### config.mk
export PLATFORM = sky130hd
export DESIGN_NAME = reg_bank_wb
export DESIGN_NICKNAME = d
export VERILOG_FILES = /design/src/rtl/reg_bank_wb.sv
export SDC_FILE = /design/constraint.sdc
export NUM_CORES = 2
export LEC_CHECK = 0
export ABC_CLOCK_PERIOD_IN_PS = 39300
export CAP_MARGIN = 20
export CELL_PAD_IN_SITES_DETAIL_PLACEMENT = 1
export CELL_PAD_IN_SITES_GLOBAL_PLACEMENT = 1
export CORE_MARGIN = 4
export CORE_UTILIZATION = 35
export DETAILED_ROUTE_END_ITERATION = 8
export PLACE_DENSITY = 0.61
export SETUP_SLACK_MARGIN = 0.05
export SYNTH_ARGS = -nofsm -noshare
export SYNTH_HDL_FRONTEND = slang
export SYNTH_SLANG_ARGS = --single-unit
### constraint.sdc
create_clock -name Clk -period 39.3 [get_ports Clk]
set_clock_uncertainty 0.1 [all_clocks]
set_input_delay 7.86 -clock Clk [delete_from_list [all_inputs] [get_ports Clk]]
set_output_delay 7.86 -clock Clk [all_outputs]
set_load 0.005 [all_outputs]
### src/rtl/reg_bank_wb.sv
// 32 x DATA_W register bank: synchronous write, combinational reads with write-through bypass.
// Register 0 reads as zero; register 29 (stack pointer) resets to SP_RESET.
module reg_bank_wb #(
    parameter int          DATA_W   = 32,
    parameter int unsigned SP_RESET = 227
) (
    input  logic              Clk,
    input  logic              Reset,
    input  logic              RegWrite,
    input  logic [4:0]        WriteReg,
    input  logic [DATA_W-1:0] WriteData,
    input  logic [4:0]        ReadReg1,
    input  logic [4:0]        ReadReg2,
    output logic [DATA_W-1:0] ReadData1,
    output logic [DATA_W-1:0] ReadData2
);

    localparam logic [DATA_W-1:0] SP_RESET_W = DATA_W'(SP_RESET);
    localparam logic [4:0]        SP_IDX     = 5'd29;

    logic [DATA_W-1:0] regs_q [32];
    logic [DATA_W-1:0] rd1_d;
    logic [DATA_W-1:0] rd2_d;
    logic              wr_en;

    // Reset blocks both the array write and the bypass path
    assign wr_en = RegWrite && !Reset;

    always_ff @(posedge Clk or posedge Reset) begin
        if (Reset) begin
            for (int i = 0; i < 32; i++) begin
                regs_q[i] <= (5'(i) == SP_IDX) ? SP_RESET_W : '0;
            end
        end else if (wr_en && (WriteReg != 5'd0)) begin
            regs_q[WriteReg] <= WriteData;
        end
    end

    always_comb begin
        rd1_d = regs_q[ReadReg1];
        if (ReadReg1 == 5'd0) begin
            rd1_d = '0;
        end else if (wr_en && (WriteReg == ReadReg1)) begin
            rd1_d = WriteData;
        end
    end

    always_comb begin
        rd2_d = regs_q[ReadReg2];
        if (ReadReg2 == 5'd0) begin
            rd2_d = '0;
        end else if (wr_en && (WriteReg == ReadReg2)) begin
            rd2_d = WriteData;
        end
    end

    assign ReadData1 = rd1_d;
    assign ReadData2 = rd2_d;

endmodule

* Word-level counts from Yosys, hierarchy flattened
Cells that the tools add are included.
Operators by class: magnitude comparators 4, eq/ne operators 2, muxes and demuxes 13, bitwise gates (word level) 3, reductions and logical operators 9
Operators by type and width (count):
- 1024-bit bitwise mux | 1
- 32-bit binary-select mux with 5-bit select | 2
- 32-bit 2-to-1 mux | 9
- 32-bit demux with 5-bit select | 1
- 6-bit >= comparator, second input constant | 3
- 5-bit NOT with 6-bit output | 3
- 5-bit == test | 2
- 5-bit logical NOT | 2
- 6-bit by 1-bit less-than comparator with 1-bit output, second input constant | 1
- 1-bit logical AND | 5
- 5-bit nonzero test | 1
- 1-bit logical NOT | 1
Word-level totals: register bits after elaboration 1024, input bits 50, output and inout port bits 64, logic and storage cells 63

* Longest topological paths before layout
depth after elaboration 6, mapped depth 10, depth with buffers taken out 5

* Least setup slack after synthesis
No wires, ideal clock.
kind input port to output port, start input port ReadReg1[0], end output port ReadData1[0], arrival 9.438 ns, required time 31.340 ns, path slack 21.902 ns, cell stages on the path 6, path buffers 2, cell sequence buf_4 buf_2 mux4_2 mux4_2 nand3_1 o211ai_1
On the way: cells in the longest elaborated chain, start to end 6, elaborated cells on any way between the ends 9, those cells by class eq/ne: 1; mux: 5; bitwise: 1; reduce/logical: 2
Ends and longest elaborated chain:
- start, declared | RTL line 12 | input logic [4:0] ReadReg1,
- 5-bit NOT with 6-bit output (not written as such) | RTL line 40 | rd1_d = regs_q[ReadReg1];
- 32-bit binary-select mux with 5-bit select | RTL line 40
- 32-bit 2-to-1 mux (not written as such) (2 in series) | RTL line 40
- 32-bit 2-to-1 mux | RTL line 43 | end else if (wr_en && (WriteReg == ReadReg1)) begin
- 32-bit 2-to-1 mux (*) | RTL line 41 | if (ReadReg1 == 5'd0) begin
- end, declared | RTL line 14 | output logic [DATA_W-1:0] ReadData1,
Mark *: on every way between the ends. The rest lies on a longest branch, timed or not. The select of a mux whose other input is x is not followed.

* Worst setup path after layout
start input port ReadReg2[0], end output port ReadData2[26]
On the way: cells in the longest elaborated chain, start to end 6, elaborated cells on any way between the ends 9, those cells by class eq/ne: 1; mux: 5; bitwise: 1; reduce/logical: 2
Ends and longest elaborated chain:
- start, declared | RTL line 13 | input logic [4:0] ReadReg2,
- 5-bit NOT with 6-bit output (not written as such) | RTL line 49 | rd2_d = regs_q[ReadReg2];
- 32-bit binary-select mux with 5-bit select | RTL line 49
- 32-bit 2-to-1 mux (not written as such) (2 in series) | RTL line 49
- 32-bit 2-to-1 mux | RTL line 52 | end else if (wr_en && (WriteReg == ReadReg2)) begin
- 32-bit 2-to-1 mux (*) | RTL line 50 | if (ReadReg2 == 5'd0) begin
- end, declared | RTL line 15 | output logic [DATA_W-1:0] ReadData2
Marked as above.

==> impl_metrics.ini <==
[synth]
yosys.area_share.adder = 0
synth_edf_count = 0
ys_types = 60
synthFlopType = dfrtp_1
yosysSeqAreaShare = 0.463
synth_mux_area_frac = 0.419
synth_top_family_by_area = multiplexers
synthArstFlopShare = 1.00
synth_nets = 3848
synth-compound-area-share = 0.0484
ys_warn_count = 0
netlist_area_um2 = 55400
synth-simple-area-share = 0.0272
syn_inst = 3798
avgSynthCellArea_um2 = 14.6
ys_ff_latch = 1024
synth_xor_xnor_area_share = 0.00127

[clock_network]
cts_root_buf = clkbuf_16
clk_pin_slew_worst_paths_ps = 60
clockBufferDepth = 3
cts_tree = yes
cts_setup_buffers = 0
insertion_delay_ps = 760
clock_sinks = 1024
cts-buffers-inserted = 114
holdBufCountCts = 0
cts.htree.levels = 3
cts_resized = 0

[global_route]
grt_pass1_wl_mm = 302
antenna_found_initial = 8
grt_pass1_vias = 38300
grt_use_total = 0.256
grt_max_degree = 180
grt-ovfl-total = 0

[flow_run]
maxCapViolations = 0

[die]
ios = 114
dieArea_um2 = 165000
fp.dieH_um = 406
start_util = 0.353
rows = 145
coreArea_um2 = 157000
die_w_um = 406

[cells_and_area]
final_area_um2 = 62000
reg_top3 = regs_q (1024)
most-common-layout-cells = mux2_2 (1,075), dfrtp_1 (1,019), mux4_2 (406)
fin_cells = 5881
drive_above_1_share = 0.490
top_register = regs_q
largest_register_ffs = 1024
seq_area_um2 = 25600
finalNetCount = 3770
nFillCells = 15800
syn_to_final_growth_pct = 12.0
final_common_cell = mux2_2
multi_input_area_um2 = 27800

[setup_path]
r2r-end = regs_q[660]
crit_required_ps = 31340
critPathMaxFanout = 110
crit_path_end_kind = output pin
regToRegSetupSlack_ps = 38380
slowest_stage = nor3_1
r2r_cells = 1
cpLargestDelayFamily = buffers and inverters
rr_startpoint = regs_q[660]
cpPeakStageDelay_ps = 920
critPathBufInv = 4
cp.arrival_ps = 12940
crit_chain = buf_8 > buf_12 > buf_12 > mux4_2 > mux2i_1 > a2111oi_0 > nor4_1 > nor3_1 > clkdlybuf4s50_1
crit_type = in2out
critical_path.most_common_cell = buf_12
start_kind = input port

[timing]
whs_ps = 295
slew_viol_final = 0
rsz0062_at_grt = no
setup_viol = 0
timing.final.crit_share = 0.532
tightestPinTransition_ps = 1240
tns_ps = 0
clock.fmax_ghz = 0.0478
period_minus_slack_ps = 20900
relSlewSlack = 0.173
finalHoldViolCount = 0

[routing]
dr.pass1.iters = 6
antenna_left = 0
first_iter_violations = 3360
wl_mm = 211
viasPerCell = 6.31
drc = 0
avgRoutedWirePerCell_um = 35.9
vias = 37100

[min_path]
hp-class = reg2reg
hold_start = regs_q[1017]
min_path_cells = 0
whs_endpoint = regs_q[1017]

[place]
gp_congestion = 0.801
port_buffers = 113
placed_area_um2 = 58100
dpl.hpwl_mm = 118
dp.cells = 5655

[outcome]
status = complete, no violations

[power_and_ir_drop]
ir_drop_mv = 0.0351
p_leak_nw = 27.3
cellPowerDensity_nw_per_um2 = 46.7
finalPower_mw = 2.90
cell usage after synthesis (7+ instances only):
master | number | area [um^2]
a2111oi_0 | 15 | 131
a211oi_1 | 14 | 105
a21oi_1 | 17 | 85.1
a221o_1 | 24 | 240
a221oi_1 | 71 | 622
a22o_1 | 30 | 263
a22oi_1 | 11 | 82.6
buf_1 | 38 | 143
buf_2 | 133 | 666
buf_4 | 45 | 338
buf_6 | 25 | 282
clkbuf_1 | 181 | 679
dfrtp_1 | 1019 | 25500
mux2_2 | 1075 | 12100
mux2i_1 | 192 | 1920
mux4_2 | 406 | 9140
nand2_1 | 29 | 109
nand3_1 | 33 | 165
nor2_1 | 84 | 315
nor2b_1 | 14 | 87.6
nor3_1 | 65 | 325
nor4_1 | 32 | 200
o211ai_1 | 14 | 105
o21a_1 | 8 | 60.1
o21ai_0 | 43 | 215
o22ai_1 | 83 | 519
o32a_1 | 7 | 70.1
xnor2_1 | 7 | 61.3
metrics by stage:
| stage | setup slack, ps | util |
|---|---|---|
| after floorplan | 2530 | - |
| after global placement | 18600 | 0.371 |
| after detailed placement | 18440 | 0.371 |
| after CTS | 18440 | 0.395 |
| after global routing | 18270 | 0.396 |
| final | 18400 | 0.396 |
worst max path at each step:
stage,depth (start not counted),endpoint,startpoint
after floorplan,1,regs_q[0],Reset
after global placement,9,ReadData2[26],ReadReg2[0]
after detailed placement,9,ReadData2[26],ReadReg2[0]
after CTS,9,ReadData2[26],ReadReg2[0]
after global routing,9,ReadData2[26],ReadReg2[0]
final,9,ReadData2[26],ReadReg2[0]
routing by layer:
metal | global-route usage | routed length, um | vias up
li1 | - | - | 14600
met1 | 0.361 | 92100 | 20600
met2 | 0.399 | 96400 | 1503
met3 | 0.0507 | 16000 | 348
met4 | 0.0787 | 6670 | 6
met5 | 0 | 39 | -
where the power goes:
group / internal (mW) / switching, mW
clock network: 0.638 / 0.465
logic: 0.273 / 0.229
registers: 1.19 / 0.102
layout make-up:
type / count / share of cell area
multi-input cells: 2336 / 0.448
flip-flops and latches: 1024 / 0.413
clock buffers: 174 / 0.0546
well taps: 2058 / 0.0415
repair buffers: 236 / 0.0355
clock inverters: 38 / 0.00670
inverters: 8 / 0.000625
diodes: 7 / 0.000282
cell families (layout without fill, tap and decap cells):
logic type	count (synthesis)	in the layout
muxes	1677	1677
DFF	1024	1024
buffers and inverters	438	456
AOI/OAI and AO/OA	353	353
and+or+nand+nor	298	298
xor gates and xnor gates	8	8
other	0	7
No activity file was read; power rests on OpenSTA's default activity.
